==> config.mk <==
export PLATFORM = sky130hd
export DESIGN_NAME = ha_array_reducer
export DESIGN_NICKNAME = d
export VERILOG_FILES = /design/src/rtl/ha_array_reducer.sv
export SDC_FILE = /design/constraint.sdc
export NUM_CORES = 1
export LEC_CHECK = 0
export ABC_AREA = 1
export CAP_MARGIN = 5
export CORE_AREA = 2 2 123 89
export DETAILED_ROUTE_END_ITERATION = 12
export DIE_AREA = 0 0 125 91
export PLACE_DENSITY_LB_ADDON = 0.1
export SKIP_LAST_GASP = 1
export SYNTH_ARGS = -nofsm -noshare
export SYNTH_HDL_FRONTEND = slang
export SYNTH_SLANG_ARGS = --single-unit
==> constraint.sdc <==
create_clock -name clk -period 4.15 [get_ports clk]
set_input_delay 0.6225 -clock clk [delete_from_list [all_inputs] [get_ports clk]]
set_output_delay 0.6225 -clock clk [all_outputs]
set_load 0.02 [all_outputs]
==> src/rtl/ha_array_reducer.sv <==
// Accumulates four half-adder-compressed row pairs into a saturated 16-bit product.
// Latency 4/ROWS_PER_CYCLE cycles after accept; in_ready low until the result handshake completes.
module ha_array_reducer #(
    parameter int ROWS_PER_CYCLE = 1
) (
    input  logic        clk,
    input  logic        rst,
    input  logic        in_valid,
    output logic        in_ready,
    input  logic [6:0]  ha_array_0_b,
    input  logic [8:0]  ha_array_0_t,
    input  logic [6:0]  ha_array_1_b,
    input  logic [8:0]  ha_array_1_t,
    input  logic [6:0]  ha_array_2_b,
    input  logic [8:0]  ha_array_2_t,
    input  logic [6:0]  ha_array_3_b,
    input  logic [8:0]  ha_array_3_t,
    output logic        out_valid,
    input  logic        out_ready,
    output logic [15:0] p,
    output logic        p_ovf
);

    if (ROWS_PER_CYCLE != 1 && ROWS_PER_CYCLE != 2 && ROWS_PER_CYCLE != 4) begin : g_bad_rpc
        $error("ha_array_reducer: ROWS_PER_CYCLE must be 1, 2 or 4");
    end

    typedef enum logic [1:0] {IDLE, ACC, DONE} state_t;

    localparam logic [1:0] CNT_STEP = 2'(ROWS_PER_CYCLE);
    localparam logic [1:0] CNT_LAST = 2'(4 - ROWS_PER_CYCLE);

    state_t      state_q, state_d;
    logic [63:0] rows_q, rows_d;
    logic [16:0] acc_q, acc_d;
    logic [1:0]  cnt_q, cnt_d;
    logic [16:0] row_val [4];
    logic [16:0] add_val;

    // Row k occupies rows_q[16k +: 16] as {b[6:0], t[8:0]}.
    always_comb begin
        for (int k = 0; k < 4; k++) begin
            row_val[k] = ({8'd0, rows_q[16*k +: 9]} + {8'd0, rows_q[16*k+9 +: 7], 2'b00}) << (2*k);
        end
    end

    always_comb begin
        add_val = '0;
        for (int j = 0; j < ROWS_PER_CYCLE; j++) begin
            add_val = add_val + row_val[cnt_q + 2'(j)];
        end
    end

    always_ff @(posedge clk) begin
        if (rst) begin
            state_q <= IDLE;
            rows_q  <= '0;
            acc_q   <= '0;
            cnt_q   <= '0;
        end else begin
            state_q <= state_d;
            rows_q  <= rows_d;
            acc_q   <= acc_d;
            cnt_q   <= cnt_d;
        end
    end

    always_comb begin
        state_d = state_q;
        case (state_q)
            IDLE:    if (in_valid) state_d = ACC;
            ACC:     if (cnt_q == CNT_LAST) state_d = DONE;
            DONE:    if (out_ready) state_d = IDLE;
            default: state_d = IDLE;
        endcase
    end

    always_comb begin
        rows_d = rows_q;
        acc_d  = acc_q;
        cnt_d  = cnt_q;
        if (state_q == IDLE && in_valid) begin
            rows_d = {ha_array_3_b, ha_array_3_t, ha_array_2_b, ha_array_2_t,
                      ha_array_1_b, ha_array_1_t, ha_array_0_b, ha_array_0_t};
            acc_d  = '0;
            cnt_d  = '0;
        end else if (state_q == ACC) begin
            acc_d = acc_q + add_val;
            cnt_d = cnt_q + CNT_STEP;
        end
    end

    always_comb begin
        in_ready  = (state_q == IDLE);
        out_valid = (state_q == DONE);
        p         = 16'h0000;
        p_ovf     = 1'b0;
        if (state_q == DONE) begin
            p     = acc_q[16] ? 16'hFFFF : acc_q[15:0];
            p_ovf = acc_q[16];
        end
    end

endmodule

==> reports/summary.md <==
87 I/O pins were placed. The final layout contains routed wiring with a total length of 14200 um. The root buffer cell chosen for the clock tree is clkbuf_16. The clock insertion delay at the later pin of the skew report was 340 ps. The final clock period utilization by the worst path came out at 72.6%.

With fillers left out, the area of the finished cells amounts to 6730 um^2. For the post-route DRC violation count, the log shows 0. The worst pin sits at a relative slew slack of 49.3%. The wire length per cell came out at 13.5 um. The width of the chip was 125 um; the post-route antenna net violation count was 0. The reported leakage power was 0.00328 uW; the fraction of post-synthesis cell area in the top cell type by area was 30.9%. In this run, post-CTS hold repair placed 0 buffers. The number of detailed-route iterations in the first pass is 6. The via count of the first global-routing pass was 5256; the maximum root-to-sink buffer count was 2. The number of nets in the finished design was 1033; the final total negative setup slack was 0 ps. The final period demand of the worst path works out to 3010 ps. When the netlist entered floorplanning its net count stood at 963. The total of warnings raised by yosys came out at 0. The run finished with clean final reports.

The number of clock buffers added by TritonCTS is 9. Setup repair after global routing left no endpoint under its margin. After legalization and detailed placement, the total HPWL measured 10700 um. The number of setup buffers added after CTS is 0. Static timing analysis puts the maximum clock frequency at 0.332 GHz. For the final RePlAce weighted congestion, the log shows 0.959. On the worst path, the slowest cell contributes a delay of 430 ps. The endpoint required time on the critical path is 4390 ps, and the cell total after placement is 1035. The number of hold violations in the final report is 0, and the number of H-tree levels is 3.

Summing all placed instances gives a cell area of 6400 um^2. Once the floorplan was initialized, standard cells occupied 54.1% of the core. For this design, the slowest cell found on the critical path is fa_1. By startpoint and endpoint, the worst setup path is classified as reg -> reg.

For this run, the register share of the synthesized area comes to 30.9%. After synthesis the netlist holds a flip-flop and latch count of 85. Global routing used 25.5% of the available tracks across all layers. Cell accounting for the most synthesized area: dfxtp_1. The run gives 67 as the largest net degree at the start of global routing. The tool flagged a number of max-cap violations equal to 0. Sorting the synthesized cells by area gives the leading types as dfxtp_1, nand2_1, nor2_1. Number of pins with negative max-slew slack in the final report: 0. The number of standard cells after synthesis is 844, and the global-route wire length before repair is 24000 um. DRC marker count from the first detailed-route iteration: 419. The tools report the capturing element type of the critical path as a flop. The sum of overflow across all layers after global routing was 0.

The final setup violation count was 0; the count of unique library cells instantiated by Yosys was 38. The quantity of I/O buffers inserted on ports is 86. The post-CTS clock slew at the launch and capture registers of the worst setup and hold paths was 70 ps.

The run gives 3250 ps as the critical path arrival. The path class of the tightest hold or removal check is reg -> reg. The worst vdd rail ir drop is 0.225 mV, and the clock skew after layout is 7.46 ps.

Traced cell by cell, the critical path runs through ha_1 > fa_1 > or2_2 > a221oi_1 > a21oi_1 > ha_1 > nand2_1 > inv_1 > nand2_1 > nor3_1 > nand2_1 > nand3_1 > nand3_1 > nand2_1 > inv_1. The number of antenna violations at the first check in global routing is 0, and the area of the core is 10200 um^2. The startpoint class of the critical path was a flop. The transition at the pin with the smallest max-transition slack was 759 ps. The power density of the placed cells is 352 nW/um^2, and the number of resized instances in the post-cts repair step is 0.

The repair_antennas step left the layout with diodes totalling 0. For the count of placed standard cells in the final layout, fillers left out, the log shows 1051. Along the worst path, the maximum fanout reaches 5. The ratio of routed vias to standard cells works out to 5.32. The most frequent standard cell in the layout excluding fill and tap cells is nand2_1. The post-route netlist has 3.92% of its cells at a drive strength greater than 1. Among the stages of the critical path, the cell type that occurs most often is nand2_1.

Leaving out fill and tap cells, the most frequent cells in the layout are nand2_1, nor2_1, inv_1. The overall die height was 91 um. The post-synthesis to final-layout area growth is 22.4%.

Dividing the synthesized area by the synthesized cell count gives 6.52 um^2. The total number of placement rows was 31; the final-layout fill cell count was 946. In this run the cell area of the synthesized design comes to 5500 um^2. The sink count of the clock tree is 85. TritonCTS built the clock tree. The die covers 11400 um^2. The total via count after detailed routing was 5596.
==> layer usage <==
layer  up-vias  routed length, um  track usage, %  share of wire (%)
met5         -                  0               0                  0
met4         0                290            7.87                2.0
met3        29               1020            4.83                7.1
met2       209               6280            41.7                 44
met1      2523               6630            34.3                 47
li1       2835                  -               -                  -
==> cells by family after synthesis <==
| logic type | Yosys count | synth area share, % |
|---|---|---|
| AO/OA/AOI/OAI | 159 | 15.7 |
| XOR/XNOR | 9 | 1.43 |
| adder cells (fa/ha/maj) | 51 | 12.3 |
| buffers and inverters | 137 | 9.94 |
| flip-flops | 85 | 30.9 |
| AND/OR/NAND/NOR | 403 | 29.7 |
==> synth_stat cells <==
| cell type | n |
|---|---|
| o21ai_0 | 72 |
| fa_1 | 5 |
| a21oi_1 | 58 |
| o211ai_1 | 5 |
| o2111ai_1 | 1 |
| a21boi_0 | 1 |
| o21bai_1 | 4 |
| clkbuf_1 | 10 |
| buf_6 | 1 |
| o221ai_1 | 1 |
| or2_2 | 2 |
| and2_1 | 1 |
| a221oi_1 | 1 |
| xor2_1 | 3 |
| o21a_1 | 1 |
| nand2_1 | 170 |
| clkinv_1 | 1 |
| or2_1 | 2 |
| o21ai_1 | 7 |
| a21o_1 | 1 |
| or2_0 | 1 |
| dfxtp_1 | 85 |
| nand2_2 | 4 |
| nor2_2 | 1 |
| inv_4 | 1 |
| inv_1 | 103 |
| nor2_1 | 169 |
| inv_2 | 3 |
| nand3_1 | 40 |
| ha_1 | 46 |
| nand4_1 | 6 |
| nand3b_1 | 3 |
| a21oi_2 | 6 |
| nor3_1 | 3 |
| buf_2 | 18 |
| nor2_8 | 1 |
| xnor2_1 | 6 |
| a22o_1 | 1 |
==> flip-flops by register name (all words and copies together) (netlist names) <==
name	flops
acc_q	17
cnt_q	2
rows_q	64
state_q	2
==> final timing paths <==
check             startpoint  cells past startpoint  slack [ps]    endpoint
setup / recovery  rows_q[34]                     15        1140   acc_q[13]
hold / removal    rows_q[41]                      2         490  rows_q[41]
setup reg to reg  rows_q[34]                     15        1140   acc_q[13]
hold reg to reg   rows_q[41]                      2         490  rows_q[41]
==> area by class of cell <==
| cell class | count | area, um^2 | area share, % |
|---|---|---|---|
| timing repair buffer | 88 | 876 | 13.0 |
| clock buffer | 9 | 225 | 3.34 |
| tap | 132 | 165 | 2.45 |
| sequential | 85 | 1700 | 25.3 |
| inverter | 108 | 408 | 6.06 |
| clock inverter | 7 | 104 | 1.54 |
| multi-input combinational | 622 | 3250 | 48.3 |
==> worst max-delay path: cells and delay by family (launching register included) <==
family | cells | cell delay, ps
AO/OA/AOI/OAI | 2 | 430
buffers and inverters | 2 | 130
flip-flops | 1 | 320
adder cells (fa/ha/maj) | 3 | 1020
AND/OR/NAND/NOR | 8 | 1010
==> power breakdown <==
part / switching (uW) / internal (uW) / total, uW
Sequential: 46.4 / 880 / 926
Clock: 360 / 536 / 896
Combinational: 320 / 231 / 551
Total: 727 / 1650 / 2370
==> stage by stage <==
| step | setup WS [ps] | total power, uW | util, % | hold slack [ps] |
|---|---|---|---|---|
| floorplan | 1530 | 1320 | - | 455 |
| global placement | 1190 | 1470 | 63.0 | 471 |
| detailed placement | 1160 | 1490 | 63.0 | 478 |
| CTS | 1150 | 2380 | 66.3 | 493 |
| global route | 828 | 2500 | 66.3 | 511 |
| finish | 1140 | 2370 | 66.3 | 493 |
No activity file was read; power rests on OpenSTA's default activity.
